`src/rtl/serial_arith_pkg.sv`:
```
// rtl/serial_arith_pkg.sv - shared state encoding and op codes for the serial add/sub datapath

package serial_arith_pkg;

   typedef enum logic [1:0] {
      ST_IDLE = 2'd0,
      ST_BUSY = 2'd1,
      ST_DONE = 2'd2
   } state_t;

   localparam logic OP_ADD = 1'b0;
   localparam logic OP_SUB = 1'b1;

endpackage

```
`src/rtl/add_sub_bit.sv`:
```
// rtl/add_sub_bit.sv - combinational one-bit full adder cell

module add_sub_bit (
   input  logic x,
   input  logic y,
   input  logic cin,
   output logic s,
   output logic cout
);

   assign s    = x ^ y ^ cin;
   assign cout = (x & y) | (x & cin) | (y & cin);

endmodule

```
`src/rtl/serial_add_sub.sv`:
```
// rtl/serial_add_sub.sv - bit-serial W-bit adder/subtractor, one bit per clock, LSB first

module serial_add_sub
   import serial_arith_pkg::*;
#(
   parameter  int W     = 8,
   localparam int CNT_W = $clog2(W)
) (
   input  logic         clk,
   input  logic         rst_n,
   input  logic         start,
   input  logic         op,
   input  logic [W-1:0] a,
   input  logic [W-1:0] b,
   output logic         busy,
   output logic         done,
   output logic [W-1:0] result,
   output logic         carry_out,
   output logic         overflow
);

   state_t           state;
   state_t           next_state;
   logic [W-1:0]     a_sh;
   logic [W-1:0]     b_sh;
   logic [W-1:0]     r_sh;
   logic             carry;
   logic [CNT_W-1:0] cnt;
   logic             bit_s;
   logic             bit_c;
   logic             load;
   logic             last;

   assign last = (cnt == CNT_W'(W - 1));
   assign busy = (state == ST_BUSY);
   assign done = (state == ST_DONE);

   add_sub_bit u_cell (
      .x    (a_sh[0]),
      .y    (b_sh[0]),
      .cin  (carry),
      .s    (bit_s),
      .cout (bit_c)
   );

   always_ff @(posedge clk or negedge rst_n) begin
      if (!rst_n) begin
         state <= ST_IDLE;
      end else begin
         state <= next_state;
      end
   end

   always_comb begin
      next_state = state;
      load       = 1'b0;
      case (state)
         ST_IDLE: begin
            if (start) begin
               next_state = ST_BUSY;
               load       = 1'b1;
            end
         end
         ST_BUSY: begin
            if (last) begin
               next_state = ST_DONE;
            end
         end
         ST_DONE: begin
            // Accepting start here gives back-to-back operations without an idle gap
            if (start) begin
               next_state = ST_BUSY;
               load       = 1'b1;
            end else begin
               next_state = ST_IDLE;
            end
         end
         default: next_state = ST_IDLE;
      endcase
   end

   always_ff @(posedge clk or negedge rst_n) begin
      if (!rst_n) begin
         a_sh      <= '0;
         b_sh      <= '0;
         r_sh      <= '0;
         carry     <= 1'b0;
         cnt       <= '0;
         result    <= '0;
         carry_out <= 1'b0;
         overflow  <= 1'b0;
      end else if (load) begin
         // Subtraction runs as a + ~b + 1: invert b here and seed the carry with 1
         a_sh  <= a;
         b_sh  <= (op == OP_SUB) ? ~b : b;
         carry <= (op == OP_SUB);
         cnt   <= '0;
      end else if (state == ST_BUSY) begin
         a_sh  <= {1'b0, a_sh[W-1:1]};
         b_sh  <= {1'b0, b_sh[W-1:1]};
         r_sh  <= {bit_s, r_sh[W-1:1]};
         carry <= bit_c;
         cnt   <= cnt + 1'b1;
         if (last) begin
            result    <= {bit_s, r_sh[W-1:1]};
            carry_out <= bit_c;
            overflow  <= carry ^ bit_c;
         end
      end
   end

endmodule

```
`config.mk`:
```
export PLATFORM = sky130hd
export DESIGN_NAME = serial_add_sub
export DESIGN_NICKNAME = d
export VERILOG_FILES = /design/src/rtl/serial_arith_pkg.sv /design/src/rtl/add_sub_bit.sv /design/src/rtl/serial_add_sub.sv
export SDC_FILE = /design/constraint.sdc
export NUM_CORES = 1
export LEC_CHECK = 0
export CAP_MARGIN = 5
export CORE_UTILIZATION = 35
export DETAILED_ROUTE_END_ITERATION = 8
export GPL_ROUTABILITY_DRIVEN = 0
export GPL_TIMING_DRIVEN = 0
export HOLD_SLACK_MARGIN = 0.03
export SLEW_MARGIN = 5
export SYNTH_ARGS = -nofsm -noshare
export SYNTH_HDL_FRONTEND = slang
export SYNTH_SLANG_ARGS = --single-unit
```
`constraint.sdc`:
```
create_clock -name clk -period 3.3 [get_ports clk]
set_input_delay 0.495 -clock clk [delete_from_list [all_inputs] [get_ports clk]]
set_output_delay 0.495 -clock clk [all_outputs]
set_load 0.01 [all_outputs]
```
Word-level counts from Yosys, hierarchy flattened. Cells that the tools add are included.

Flip-flop bits (word level): 40. Input port bits: 20. Logic and storage cells: 46.

Add/subtract/negate cells: 1. Equal/unequal tests: 5. Mux-type cells: 15. Bitwise operators: 10. Reductions and logical operators: 6.

Operators with widths (count): 8-bit two-way mux (5); 8-bit NOT (1); 3-bit two-way mux (2); 2-bit case mux with 3 select lines (1); 1-bit two-way mux (5); 2-bit two-way mux (2); 2-bit AND reduction (2); 3-bit by 1-bit adder with 3-bit output, second input constant (1); 1-bit AND (3); 3-bit equality test, second input constant (1); 3-bit AND reduction (1); 1-bit XOR (3); 2-bit by 1-bit equality test with 1-bit output, second input constant (1); 2-bit equality test, second input constant (1); 2-bit logical NOT (1); 2-bit by 1-bit != test with 1-bit output, second input constant (1); 2-bit != test, second input constant (1); 1-bit OR (2); 2-bit nonzero test (1); 2-bit OR reduction (1); 1-bit NOT (1).

Longest topological paths before layout. Gate-level depths: netlist of run 1.

Depth in word-level cells: 5. Depth in mapped cells: 6.

Hierarchy. From an unflattened synthesis of run 1, not the netlist that was laid out.

Cell total of the unflattened synthesis: 151. Area, all modules: 1692.9 um2.

Modules (own cells, without submodules): serial_add_sub (instances 1, cells an instance 150, area an instance 1672.9 um2, sequential area each 975.9 um2); add_sub_bit (instances 1, cells an instance 1, area an instance 20.0 um2, sequential area each 0.0 um2).

Worst setup path after synthesis of run 1. OpenSTA, ideal clock, no wires.

Kind: reg-to-reg. Start point: register cnt[0]. End point: register carry_out. Setup time: 0.125 ns. Data arrival time: 1.404 ns. Required time: 3.175 ns. Setup slack: 1.772 ns. Stages on the path, launching flop included: 6. Cell sequence: dfrtp_1 -> ha_1 -> ha_1 -> nand3b_1 -> buf_2 -> mux2_2.

Word-level cells in the longest chain between the ends: 2.

Ends and longest elaborated chain: start: declaration (RTL line serial_add_sub.sv:28) `logic [CNT_W-1:0] cnt;`; start signal: assignment (RTL line serial_add_sub.sv:103) `cnt <= cnt + 1'b1;`; 3-bit equality test (RTL line serial_add_sub.sv:34) `assign last = (cnt == CNT_W'(W - 1));`; 3-bit AND reduction (no source line); end signal: assignment (RTL line serial_add_sub.sv:106) `carry_out <= bit_c;`; end: declaration (RTL line serial_add_sub.sv:18) `output logic carry_out,`.

No other way between the ends. A chain may end at the register's enable or synchronous reset.

Worst setup path in the final report of run 1.
Start point: register state[1]. End point: output port busy.

Word-level cells in the longest chain between the ends: 1.

Ends and longest elaborated chain: start: declaration (RTL line serial_add_sub.sv:22) `state_t state;`; start signal: assignment (RTL line serial_add_sub.sv:50) `state <= next_state;`; 2-bit by 1-bit equality test with 1-bit output (RTL line serial_add_sub.sv:35) `assign busy = (state == ST_BUSY);`; end: declaration (RTL line serial_add_sub.sv:15) `output logic busy,`.

No other way between the ends.

==> results.toml, run 1 <==
[synth]
yosys_warnings = 0
synthDistinctLibCells = 25
ys_ff_latch = 39
yosysSeqAreaShare_pct = 57.6
syn_avg_cell_area_um2 = 11.2
synth_area_leaders = "dfrtp_1 58%, nand2_1 7.8%, mux2_2 6.0%"
synth_top_area_share_pct = 57.6
synth-edff-count = 0
synth_most_common_cell = "dfrtp_1"
synth_area_leader_cell = "dfrtp_1"
async_flop_share_pct = 100
syn_area_mm2 = 0.00169
synthFlopType = "dfrtp_1"
synth_common_cells = "39 x dfrtp_1, 35 x nand2_1, 14 x nor2_1, 9 x mux2_2, 8 x xnor2_1"
syn-instance-count = 151
synthesis.nets = 174

[sta]
hold_viol = 0
slew_viol_final = 0
hold-worst-slack_ps = 315
rsz0062_at_grt = "false"
finClkSkew_ps = 6.26
period_share_pct = 70.8
slew_headroom_pct = 43.0
setup_viol = 0
period_needed_ps = 2340
totalNegativeSetupSlack_ps = 0
max_freq_mhz = 428
tightest_slew_ps = 855

[setup_path]
slowest_stage = "clkdlybuf4s50_1"
endpoint_kind = "output port"
worstPathRequired_ps = 2800
cp_data_arrival_time_ps = 1840
crit_path_max_incr_delay_ps = 560
crit_fanout = 10
worstPathCellList = "nand2b_1 > buf_6 > inv_8 > buf_2 > clkdlybuf4s50_1"
critical_path_class = "register to output port"
crit_path_start_kind = "register"

[detailed_routing]
wl_per_cell_um = 13.3
wirelength_um = 3200
ant_nets = 0
vias_per_cell = 5.03
drc = 0
vias = 1213
drt-pass1-iter-count = 4
first_iter_violations = 97

[floorplan]
fp-row-count = 24
fp.dieArea_mm2 = 0.00512
die_w_um = 71.5
core_mm2 = 0.00450
ios = 32
die_y_um = 71.5
start_util_pct = 37.6

[global_route]
met1_usage_pct = 18.9
grt_pass1_vias = 1197
grt_overflow = 0
busiest_layer = "met2"
gr-usage-met2_pct = 23.3
grt_pass1_wl_um = 5660
grt_start_max_net_pins = 40
use_met3_pct = 4.36
antenna_found_initial = 0
globalRouteTotalUtil_pct = 14.6

[final_layout]
n_antenna_cell = 0
layout-drive-gt1-share_pct = 15.9
final_util_pct = 47.9
layout.nets = 211
area_growth_pct = 27.4

[place]
hpwlAfterDp_um = 2290
portBuffers = 30

[clock_network]
insertion_delay_ps = 290
holdBufCountCts = 0
cts_buffers = 5
clockBufferDepth = 2
cts_tree = "built"
root_buffer = "clkbuf_8"
clk_pin_slew_ps = 80
clock-sinks = 39
cts.repair.resized = 0
cts_max_level = 2
cts_setup_buffers = 0

[pwr]
p_per_area_mw_per_mm2 = 945
peakVddDrop_v = 0.000351
power_leakage_uw = 0.000981

[run]
max-cap-violations = 0

[status]
status = "completed"

[min_path]
hp-class = "input pin to async pin"
[final cells by class]
type                       count  area, um2
buffer                         9       63.8
clock buffer                   7       96.3
clock inverter                 1       7.51
fill                         438       2350
inverter                       2       15.0
multi-input combinational    101        638
sequential                    39        976
tap                           52       65.1
timing repair buffer          30        295
[state kept, by name, indices dropped and copies added, names as in the netlist]
signal	flops
a_sh	8
r_sh	7
carry	1
cnt	3
b_sh	8
result	8
carry_out	1
overflow	1
state	2
[worst max-delay path, delay by kind of cell, from the launching register on]
family / cells / cell delay (ps)
buffers and inverters: 4 / 990
DFF: 1 / 390
and+or+nand+nor: 1 / 160
[placed cells by master, fill, tap and decap left out, types with 4 or more instances in the layout]
master           instances
dfrtp_1                 39
nand2_1                 35
clkdlybuf4s50_1         29
nor2_1                  14
mux2_2                   9
xnor2_1                  8
buf_2                    7
a221o_1                  7
clkbuf_8                 7
a31oi_1                  6
a22o_1                   4
[routing by layer]
layer | share of wire [%] | wire (um)
met4 | 0.56 | 18
met5 | 0 | 0
met3 | 5.8 | 185
met1 | 47 | 1510
met2 | 46 | 1480
[worst paths after layout]
kind / startpoint / end / slack (ps) / cells past startpoint
min: rst_n / result[6] / 320 / 1
max reg2reg: cnt[0] / result[6] / 1620 / 5
min in group clk: r_sh[1] / r_sh[1] / 470 / 2
max: state[1] / busy / 960 / 5
min reg2reg: r_sh[1] / r_sh[1] / 470 / 2
max in group asynchronous: rst_n / b_sh[7] / 2450 / 1
[where the power goes]
part | leakage (uW) | internal, uW | total (uW) | switching (uW)
registers | 0.000482 | 704 | 839 | 136
logic | 0.000449 | 448 | 845 | 398
clock network | 0.0000505 | 190 | 354 | 164
[through the flow]
stage | setup WS, ps | area, um2 | std cells | total power [uW]
CTS | 944 | 2160 | 241 | 2070
finish | 964 | 2160 | 241 | 2040
global route | 856 | 2160 | 241 | 2220
global placement | 834 | 2060 | 233 | 1670
floorplan | 1770 | 1690 | 151 | 1390
detailed placement | 1280 | 2050 | 233 | 1710
[cell families after synthesis]
logic type               count (synthesis)  synth area share (%)
XOR/XNOR                                 9                  4.66
AO/OA/AOI/OAI                           22                  10.1
buffers and inverters                   11                  4.66
flip-flops                              39                  57.6
adder cells (fa/ha/maj)                  3                  2.66
AND/OR/NAND/NOR                         58                  14.3
multiplexers                             9                  5.99
(Power assumes the default switching activity.)
==> inputs of run 2 (changes only) <==
Clock period 3.3 ns to 2.4 ns, I/O delays scaled along.
==> results of run 2 <==
The final DEF is identical to that of run 1. Status: completed.
Among the figures that moved: setup slack after placement 1280 ps -> 513 ps; setup slack after layout 964 ps -> 199 ps; hold slack 315 ps -> 180 ps; register-to-register setup slack 1620 ps -> 720 ps; total power 2040 uW -> 2800 uW; worst IR drop on VDD 0.000351 V -> 0.000482 V
